**src/rtl/raifes_dm_hart_ctrl_pkg.sv**
```systemverilog
// Shared constants for the debug-module hart controller: debug ROM mailbox
// addresses, the EBREAK opcode, abstract-command error codes and FSM states.
package raifes_dm_hart_ctrl_pkg;

  localparam logic [31:0] ADDR_HART0_STATUS   = 32'h0000_0144;
  localparam logic [31:0] ADDR_HART0_POSTEXEC = 32'h0000_0148;
  localparam logic [31:0] ADDR_HART0_DATA0    = 32'h0000_014C;
  localparam logic [31:0] EBREAK              = 32'h0010_0073;
  localparam logic [4:0]  SCRATCH_REGNO       = 5'd28;

  typedef enum logic [2:0] {
    CMDERR_NONE       = 3'd0,
    CMDERR_BUSY       = 3'd1,
    CMDERR_NOTSUP     = 3'd2,
    CMDERR_EXCEPTION  = 3'd3,
    CMDERR_HALTRESUME = 3'd4
  } cmderr_e;

  typedef enum logic [3:0] {
    ST_IDLE, ST_HALTING, ST_RESUMING,
    ST_XARM, ST_XSTART, ST_XDONE,
    ST_PARM, ST_PSTART, ST_PDONE
  } dm_state_e;

  function automatic logic is_cmd_state(input dm_state_e s);
    return s inside {ST_XARM, ST_XSTART, ST_XDONE, ST_PARM, ST_PSTART, ST_PDONE};
  endfunction

endpackage

```
**src/rtl/raifes_dm_hart_ctrl_if.sv**
```systemverilog
// Debug ROM side of the hart controller: request lines, progbuf words and
// the snooped hart data-port write.
interface raifes_dm_hart_ctrl_if #(
  parameter int XPR_LEN = 32
);
  logic               debug_haltreq;
  logic               halted;
  logic               resume_ack;
  logic               resume_req;
  logic               postexec_req;
  logic [XPR_LEN-1:0] progbuf0;
  logic [XPR_LEN-1:0] progbuf1;
  logic [XPR_LEN-1:0] hart_addr;
  logic               hart_write;
  logic [XPR_LEN-1:0] hart_wdata;

  modport master (
    output debug_haltreq, resume_req, postexec_req, progbuf0, progbuf1,
    input  halted, resume_ack, hart_addr, hart_write, hart_wdata
  );

  modport slave (
    input  debug_haltreq, resume_req, postexec_req, progbuf0, progbuf1,
    output halted, resume_ack, hart_addr, hart_write, hart_wdata
  );
endinterface

```
**src/rtl/raifes_dm_insn_gen.sv**
```systemverilog
// Builds the single load/store that moves a GPR through the data0 mailbox:
// sw xN,0x14C(x0) for a read, lw xN,0x14C(x0) for a write.
module raifes_dm_insn_gen
  import raifes_dm_hart_ctrl_pkg::*;
#(
  parameter int XPR_LEN = 32
) (
  input  logic [4:0]         regno,
  input  logic               write,
  output logic [XPR_LEN-1:0] insn
);
  logic [31:0] insn32;

  always_comb begin
    if (write)
      insn32 = {ADDR_HART0_DATA0[11:0], 5'd0, 3'b010, regno, 7'h03};
    else
      insn32 = {ADDR_HART0_DATA0[11:5], regno, 5'd0, 3'b010, ADDR_HART0_DATA0[4:0], 7'h23};
  end

  assign insn = XPR_LEN'(insn32);
endmodule

```
**src/rtl/raifes_dm_hart_ctrl.sv**
```systemverilog
// Debug-module controller sequencing halt, resume and abstract commands
// (register transfer and/or user progbuf execution) through the debug ROM.
module raifes_dm_hart_ctrl
  import raifes_dm_hart_ctrl_pkg::*;
#(
  parameter int XPR_LEN   = 32,
  parameter int TIMEOUT_W = 10
) (
  input  logic               clk,
  input  logic               reset,
  input  logic               dmi_haltreq,
  input  logic               dmi_resumereq,
  input  logic               cmd_valid,
  input  logic [4:0]         cmd_regno,
  input  logic [2:0]         cmd_size,
  input  logic               cmd_write,
  input  logic               cmd_transfer,
  input  logic               cmd_postexec,
  input  logic [2:0]         cmderr_clr,
  output logic               busy,
  output logic [2:0]         cmderr,
  input  logic               data0_we,
  input  logic [XPR_LEN-1:0] data0_wdata,
  output logic [XPR_LEN-1:0] data0,
  input  logic               pb_we,
  input  logic               pb_idx,
  input  logic [XPR_LEN-1:0] pb_wdata,
  output logic               allhalted,
  output logic               allresumeack,
  raifes_dm_hart_ctrl_if.master hart
);
  dm_state_e          state, state_n;
  logic [TIMEOUT_W-1:0] tmo_cnt;
  logic               tmo;
  logic [4:0]         regno_q;
  logic               write_q, postexec_q;
  logic [XPR_LEN-1:0] user_pb [2];
  logic [XPR_LEN-1:0] xfer_insn;
  logic               wr_status, wr_postexec, wr_data0;
  logic               cmd_accept, err_set;
  cmderr_e            err_code;

  assign tmo         = &tmo_cnt;
  assign allhalted   = hart.halted;
  assign wr_status   = hart.hart_write && (hart.hart_addr == XPR_LEN'(ADDR_HART0_STATUS));
  assign wr_postexec = hart.hart_write && (hart.hart_addr == XPR_LEN'(ADDR_HART0_POSTEXEC));
  assign wr_data0    = hart.hart_write && (hart.hart_addr == XPR_LEN'(ADDR_HART0_DATA0));

  raifes_dm_insn_gen #(.XPR_LEN(XPR_LEN)) u_insn_gen (
    .regno (regno_q),
    .write (write_q),
    .insn  (xfer_insn)
  );

  // NOTE: every output of this block gets a default first, so no path can infer a latch.
  always_comb begin
    state_n    = state;
    cmd_accept = 1'b0;
    err_set    = 1'b0;
    err_code   = CMDERR_NONE;
    if (cmd_valid && is_cmd_state(state) && cmderr == 3'(CMDERR_NONE)) begin
      err_set  = 1'b1;
      err_code = CMDERR_BUSY;
    end
    unique case (state)
      ST_IDLE: begin
        if (cmd_valid) begin
          if (cmderr == 3'(CMDERR_NONE)) begin
            if (!hart.halted) begin
              err_set  = 1'b1;
              err_code = CMDERR_HALTRESUME;
            end else if (cmd_transfer && (cmd_size != 3'd2 || cmd_regno == SCRATCH_REGNO)) begin
              err_set  = 1'b1;
              err_code = CMDERR_NOTSUP;
            end else begin
              cmd_accept = 1'b1;
              if (cmd_transfer)      state_n = ST_XARM;
              else if (cmd_postexec) state_n = ST_PARM;
            end
          end
        end else if (dmi_resumereq && hart.halted) begin
          state_n = ST_RESUMING;
        end else if (dmi_haltreq && !hart.halted) begin
          state_n = ST_HALTING;
        end
      end
      ST_HALTING:
        if (hart.halted || !dmi_haltreq || tmo) state_n = ST_IDLE;
      ST_RESUMING:
        if ((!hart.halted && hart.resume_ack) || tmo) state_n = ST_IDLE;
      ST_XARM: state_n = ST_XSTART;
      ST_PARM: state_n = ST_PSTART;
      ST_XSTART, ST_PSTART, ST_XDONE, ST_PDONE: begin
        // Losing halt mid-command means the progbuf trapped or the hart escaped.
        if (!hart.halted || tmo) begin
          err_set  = 1'b1;
          err_code = CMDERR_EXCEPTION;
          state_n  = ST_IDLE;
        end else if (state == ST_XSTART && wr_postexec) begin
          state_n = ST_XDONE;
        end else if (state == ST_PSTART && wr_postexec) begin
          state_n = ST_PDONE;
        end else if (state == ST_XDONE && wr_status) begin
          state_n = postexec_q ? ST_PARM : ST_IDLE;
        end else if (state == ST_PDONE && wr_status) begin
          state_n = ST_IDLE;
        end
      end
      default: state_n = ST_IDLE;
    endcase
  end

  always_comb begin
    hart.progbuf0 = user_pb[0];
    hart.progbuf1 = user_pb[1];
    if (state inside {ST_XARM, ST_XSTART, ST_XDONE}) begin
      hart.progbuf0 = xfer_insn;
      hart.progbuf1 = XPR_LEN'(EBREAK);
    end
  end

  // NOTE: sequential state uses non-blocking assignments so every flop samples pre-edge values.
  always_ff @(posedge clk) begin
    if (reset) begin
      state             <= ST_IDLE;
      tmo_cnt           <= TIMEOUT_W'(1);
      regno_q           <= '0;
      write_q           <= 1'b0;
      postexec_q        <= 1'b0;
      cmderr            <= 3'(CMDERR_NONE);
      data0             <= '0;
      allresumeack      <= 1'b0;
      busy              <= 1'b0;
      hart.debug_haltreq <= 1'b0;
      hart.resume_req   <= 1'b0;
      hart.postexec_req <= 1'b0;
      // NOTE: this two-word array is plain flops with a defined EBREAK reset; real RAMs are never reset.
      user_pb[0]        <= XPR_LEN'(EBREAK);
      user_pb[1]        <= XPR_LEN'(EBREAK);
    end else begin
      state <= state_n;
      // Reloading with 1 makes a watched state last exactly 2^TIMEOUT_W-1 cycles.
      tmo_cnt <= (state_n != state) ? TIMEOUT_W'(1) : tmo_cnt + TIMEOUT_W'(1);
      if (cmd_accept) begin
        regno_q    <= cmd_regno;
        write_q    <= cmd_write;
        postexec_q <= cmd_postexec;
      end
      cmderr <= err_set ? 3'(err_code) : (cmderr & ~cmderr_clr);
      if (wr_data0)             data0 <= hart.hart_wdata;
      else if (data0_we && !busy) data0 <= data0_wdata;
      if (pb_we && !busy) user_pb[pb_idx] <= pb_wdata;
      if (state == ST_IDLE && state_n == ST_RESUMING)
        allresumeack <= 1'b0;
      else if (state == ST_RESUMING && !hart.halted && hart.resume_ack)
        allresumeack <= 1'b1;
      // Requests are registered decodes of the next state, so they cannot glitch.
      busy               <= is_cmd_state(state_n);
      hart.debug_haltreq <= (state_n == ST_HALTING);
      hart.resume_req    <= (state_n == ST_RESUMING);
      hart.postexec_req  <= (state_n == ST_XARM) || (state_n == ST_PARM);
    end
  end
endmodule

```
**src/flat_wrapper.sv**
```systemverilog
// flat-port wrapper written by rule: the top's interface ports become plain ports
module raifes_dm_hart_ctrl_flat import raifes_dm_hart_ctrl_pkg::*;
#(
  parameter int XPR_LEN   = 32,
  parameter int TIMEOUT_W = 10
)
  (clk, reset, dmi_haltreq, dmi_resumereq, cmd_valid, cmd_regno, cmd_size, cmd_write, cmd_transfer, cmd_postexec, cmderr_clr, busy, cmderr, data0_we, data0_wdata, data0, pb_we, pb_idx, pb_wdata, allhalted, allresumeack, hart_debug_haltreq, hart_resume_req, hart_postexec_req, hart_progbuf0, hart_progbuf1, hart_halted, hart_resume_ack, hart_hart_addr, hart_hart_write, hart_hart_wdata);
  raifes_dm_hart_ctrl_if #(.XPR_LEN(XPR_LEN)) hart_i ();
  input  logic clk;
  input  logic reset;
  input  logic dmi_haltreq;
  input  logic dmi_resumereq;
  input  logic cmd_valid;
  input  logic [4:0] cmd_regno;
  input  logic [2:0] cmd_size;
  input  logic cmd_write;
  input  logic cmd_transfer;
  input  logic cmd_postexec;
  input  logic [2:0] cmderr_clr;
  output logic busy;
  output logic [2:0] cmderr;
  input  logic data0_we;
  input  logic [XPR_LEN-1:0] data0_wdata;
  output logic [XPR_LEN-1:0] data0;
  input  logic pb_we;
  input  logic pb_idx;
  input  logic [XPR_LEN-1:0] pb_wdata;
  output logic allhalted;
  output logic allresumeack;
  output wire logic [$bits(hart_i.debug_haltreq)-1:0] hart_debug_haltreq;
  output wire logic [$bits(hart_i.resume_req)-1:0] hart_resume_req;
  output wire logic [$bits(hart_i.postexec_req)-1:0] hart_postexec_req;
  output wire logic [$bits(hart_i.progbuf0)-1:0] hart_progbuf0;
  output wire logic [$bits(hart_i.progbuf1)-1:0] hart_progbuf1;
  input wire logic [$bits(hart_i.halted)-1:0] hart_halted;
  input wire logic [$bits(hart_i.resume_ack)-1:0] hart_resume_ack;
  input wire logic [$bits(hart_i.hart_addr)-1:0] hart_hart_addr;
  input wire logic [$bits(hart_i.hart_write)-1:0] hart_hart_write;
  input wire logic [$bits(hart_i.hart_wdata)-1:0] hart_hart_wdata;
  assign hart_debug_haltreq = hart_i.debug_haltreq;
  assign hart_resume_req = hart_i.resume_req;
  assign hart_postexec_req = hart_i.postexec_req;
  assign hart_progbuf0 = hart_i.progbuf0;
  assign hart_progbuf1 = hart_i.progbuf1;
  assign hart_i.halted = hart_halted;
  assign hart_i.resume_ack = hart_resume_ack;
  assign hart_i.hart_addr = hart_hart_addr;
  assign hart_i.hart_write = hart_hart_write;
  assign hart_i.hart_wdata = hart_hart_wdata;
  raifes_dm_hart_ctrl #(.XPR_LEN(XPR_LEN), .TIMEOUT_W(TIMEOUT_W)) u_core (.clk(clk), .reset(reset), .dmi_haltreq(dmi_haltreq), .dmi_resumereq(dmi_resumereq), .cmd_valid(cmd_valid), .cmd_regno(cmd_regno), .cmd_size(cmd_size), .cmd_write(cmd_write), .cmd_transfer(cmd_transfer), .cmd_postexec(cmd_postexec), .cmderr_clr(cmderr_clr), .busy(busy), .cmderr(cmderr), .data0_we(data0_we), .data0_wdata(data0_wdata), .data0(data0), .pb_we(pb_we), .pb_idx(pb_idx), .pb_wdata(pb_wdata), .allhalted(allhalted), .allresumeack(allresumeack), .hart(hart_i));
endmodule
```
**config.mk**
```make
export PLATFORM = sky130hd
export DESIGN_NAME = raifes_dm_hart_ctrl_flat
export DESIGN_NICKNAME = d
export VERILOG_FILES = /design/src/rtl/raifes_dm_hart_ctrl_pkg.sv /design/src/rtl/raifes_dm_hart_ctrl_if.sv /design/src/rtl/raifes_dm_insn_gen.sv /design/src/rtl/raifes_dm_hart_ctrl.sv /design/src/flat_wrapper.sv
export SDC_FILE = /design/constraint.sdc
export NUM_CORES = 1
export LEC_CHECK = 0
export ABC_AREA = 1
export BUFFER_PORTS_ARGS = -buffer_cell sky130_fd_sc_hd__buf_4
export CORE_UTILIZATION = 45
export CTS_CLUSTER_SIZE = 12
export DETAILED_ROUTE_END_ITERATION = 12
export PLACE_DENSITY = 0.83
export SLEW_MARGIN = 20
export SYNTH_ARGS = -nofsm -noshare
export SYNTH_HDL_FRONTEND = slang
export SYNTH_HIERARCHICAL = 1
export SYNTH_SLANG_ARGS = --single-unit
```
**constraint.sdc**
```tcl
create_clock -name clk -period 2.45 [get_ports clk]
set_clock_uncertainty 0.15 [all_clocks]
set_input_delay 0 -clock clk [delete_from_list [all_inputs] [get_ports clk]]
set_output_delay 0 -clock clk [all_outputs]
set_load 0.01 [all_outputs]
```
==> results.py <==
metrics = {
    "status": {
        "status": "finished, final reports clean",
    },
    "worst_setup_path": {
        "r2r-end": "u_core/data0[3]",
        "rrSetupSlack_ns": 0.11,
        "required_ns": 2.65,
        "slowest_delay_ns": 0.60,
        "path_depth": 6,
        "path_class": "flip-flop to flip-flop",
        "crit_chain": "nor2_2 > a21oi_2 > buf_4 > nand2_1 > a31oi_1 > dlygate4sd3_1",
        "cp.arrival_ns": 2.55,
        "endpoint_kind": "flip-flop",
        "path_max_fanout": 23,
        "cp_num_buf_inv": 2,
        "r2r_cells": 6,
        "cp_slowest_cell": "dlygate4sd3_1",
        "rr_startpoint": "u_core/busy",
        "crit_family": "buffers and inverters",
        "cp-start-kind": "flip-flop",
    },
    "synth": {
        "syn_area_um2": 6640,
        "synth_mux_area_share_pct": 0,
        "synthAdderAreaFrac_pct": 0.188,
        "synth_top_area_cell": "edfxtp_1",
        "synth_area_leaders": "edfxtp_1, dfxtp_1, nand2_1",
        "yosys_warnings": 6,
        "synthArstFlopShare_pct": 0,
        "synth_cell_types": 36,
        "ys_seq_area_share_pct": 47.3,
        "ys_ff_latch": 125,
        "syn_inst": 885,
        "ys_dominant_reg_cell": "edfxtp_1",
        "synth-edff-count": 64,
        "synth_compound_area_share_pct": 5.60,
        "synth_xor_area_share_pct": 1.06,
        "synth_top_area_share_pct": 28.9,
        "syn_area_per_cell_um2": 7.50,
        "synth_top_family_by_area": "simple AND/OR/NAND/NOR gates",
        "synthSimpleGateAreaFrac_pct": 33.9,
    },
    "floorplan": {
        "die_y_um": 123,
        "die-area_um2": 15200,
        "start_util_pct": 45.9,
        "core_um2": 14500,
        "ios": 258,
        "row_count": 44,
        "die_w_um": 123,
    },
    "route": {
        "wire_per_inst_um": 15.1,
        "drc": 0,
        "drt_pass1_iterations": 7,
        "first_iter_violations": 575,
        "viasPerCell": 5.00,
        "totalWireLength_um": 21900,
        "ant_nets": 0,
        "vias": 7260,
    },
    "cts": {
        "cts.clk_slew.worst_paths_ns": 0.06,
        "cts.path.max_buffers": 2,
        "h-tree-depth": 4,
        "cts-root-buf": "clkbuf_16",
        "cts_buffers": 17,
        "clock_latency_ns": 0.41,
        "numClockSinks": 125,
        "cts_tree": "done",
    },
    "pwr": {
        "leakagePower_uw": 0.00507,
        "peakVddDrop_mv": 0.408,
        "power_density_nw_per_um2": 723,
    },
    "layout": {
        "nNetsFinal": 1407,
        "area_growth_pct": 58.3,
        "drive_gt1_share_pct": 29.1,
        "stdcell_count": 1451,
    },
    "placed_design": {
        "numPlacedInstances": 1302,
        "dp_hpwl_um": 13400,
        "port_buffers": 257,
        "gp_congestion": 0.903,
    },
    "grt": {
        "antenna_found_initial": 1,
        "grt_max_degree": 39,
        "grt_pass1_wl_um": 33600,
        "first_global_vias": 7147,
        "grt_overflow_total": 0,
        "gr-usage-all-layers_pct": 29.2,
    },
    "sta": {
        "finalCriticalPeriod_ns": 2.34,
        "grt_setup_unrepaired": "false",
        "setup_violations": 0,
        "fin_crit_sh_pct": 95.6,
        "tns_ns": 0,
        "timing.final.hold_violations": 0,
        "max_freq_mhz": 427,
        "drv_slew": 0,
    },
    "job": {
        "maxCapViolCount": 0,
    },
    "worst_hold_path": {
        "holdPathStages": 8,
        "min_path_type": "input port to flip-flop",
        "hp-start": "cmd_size[0]",
        "hold_end": "u_core/cmderr[0]",
    },
}
==> layer usage <==
layer / track usage [%] / part of all wire (%)
met1: 31.6 / 37
met3: 7.33 / 8.1
met5: 0 / 0
met4: 15.7 / 3.6
met2: 52.0 / 51
==> power by group <==
| part | internal [uW] | switching [uW] | leakage, uW |
|---|---|---|---|
| clock network | 1720 | 984 | 0.000305 |
| logic | 1030 | 1310 | 0.00364 |
| registers | 2420 | 146 | 0.00113 |
| total | 5170 | 2440 | 0.00507 |
==> worst min-delay path, cell delays in order <==
cell and delay, ns:
buf_4 0.08, nor3b_1 0.05, nand2_1 0.07, nand2_1 0.09, nand3_1 0.10, nand2_1 0.08, nand2_1 0.06, nor2_1 0.04
==> area by class of cell <==
type	instances	area, um^2
fill	1000	3970
timing repair buffer	389	3230
sequential	125	3150
multi-input combinational	597	2800
inverter	123	462
clock buffer	17	425
tap	184	230
clock inverter	15	210
antenna	1	2.50
==> logic make-up (layout without fill, tap and decap cells) <==
group | Yosys count | in the layout
XOR/XNOR | 8 | 8
AO/OA/AOI/OAI | 63 | 63
buffers and inverters | 182 | 544
other | 2 | 22
flip-flops | 125 | 125
AND/OR/NAND/NOR | 504 | 504
adder cells (fa/ha/maj) | 1 | 1
==> how the worst max path moves through the flow <==
stage                            from                   end  slack [ns]
floorplan                 u_core/busy  u_core/user_pb[0][0]        0.21
global placement    u_core/tmo_cnt[0]     u_core/tmo_cnt[0]        0.28
detailed placement  u_core/tmo_cnt[0]     u_core/tmo_cnt[0]        0.20
CTS                   u_core/state[2]     hart_progbuf0[10]        0.08
global route              u_core/busy      u_core/data0[14]      0.0001
finish                    u_core/busy       u_core/data0[3]        0.11
==> placed cells by master (no fill, tap or decap), types with 7 or more instances in the layout <==
cell	instances
inv_1	112
or2_2	7
dfxtp_1	59
nand3_1	89
clkbuf_16	17
dlygate4sd3_1	116
o21ai_0	10
a21oi_1	13
nor2_2	8
inv_2	9
nand2_2	14
nand2_1	215
a31oi_1	34
nor2_1	142
conb_1	21
nor3_2	9
edfxtp_1	64
buf_4	270
==> per-stage QoR <==
step / util, % / setup WS [ns] / area [um^2] / power (uW) / hold WS [ns]
CTS: 72.5 / 0.0836 / 10500 / 7560 / 0.0302
finish: 72.6 / 0.108 / 10500 / 7600 / 0.0519
floorplan: - / 0.210 / 6710 / 3790 / -0.0582
global placement: 60.0 / 0.284 / 8690 / 4650 / 0.0816
global route: 72.6 / 0.000121 / 10500 / 7990 / 0.0825
detailed placement: 60.0 / 0.202 / 8690 / 4670 / 0.0782
==> cell usage after synthesis, types with 5 or more instances <==
cell	number
xnor2_1	5
nand2_1	218
a31oi_1	34
o21ai_0	10
a21oi_1	14
inv_2	9
dfxtp_1	61
nor3_2	9
nor2_2	8
nand3_1	89
buf_4	23
or2_2	7
clkbuf_1	28
inv_1	112
nor2_1	143
edfxtp_1	64
nand2_2	11
buf_1	6
==> repair_timing <==
item                                    in CTS  in global routing
endpoints found under the setup margin      20                 45
resized for setup                            2                  4
setup buffers                                0                  0
hold buffers                               116                  0
pin swaps                                    0                  1
endpoints found under the hold margin      118                  0
==> sequential cells by signal, indices dropped and copies added, names as in the netlist <==
| signal | cells |
|---|---|
| u_core/write_q | 1 |
| u_core/allresumeack | 1 |
| u_core/postexec_q | 1 |
| u_core/tmo_cnt | 10 |
| u_core/busy | 1 |
| u_core/hart.resume_req | 1 |
| u_core/data0 | 32 |
| u_core/state | 4 |
| u_core/user_pb | 64 |
| u_core/hart.debug_haltreq | 1 |
| u_core/hart.postexec_req | 1 |
| u_core/cmderr | 3 |
| u_core/regno_q | 5 |
(Power assumes the default switching activity.)
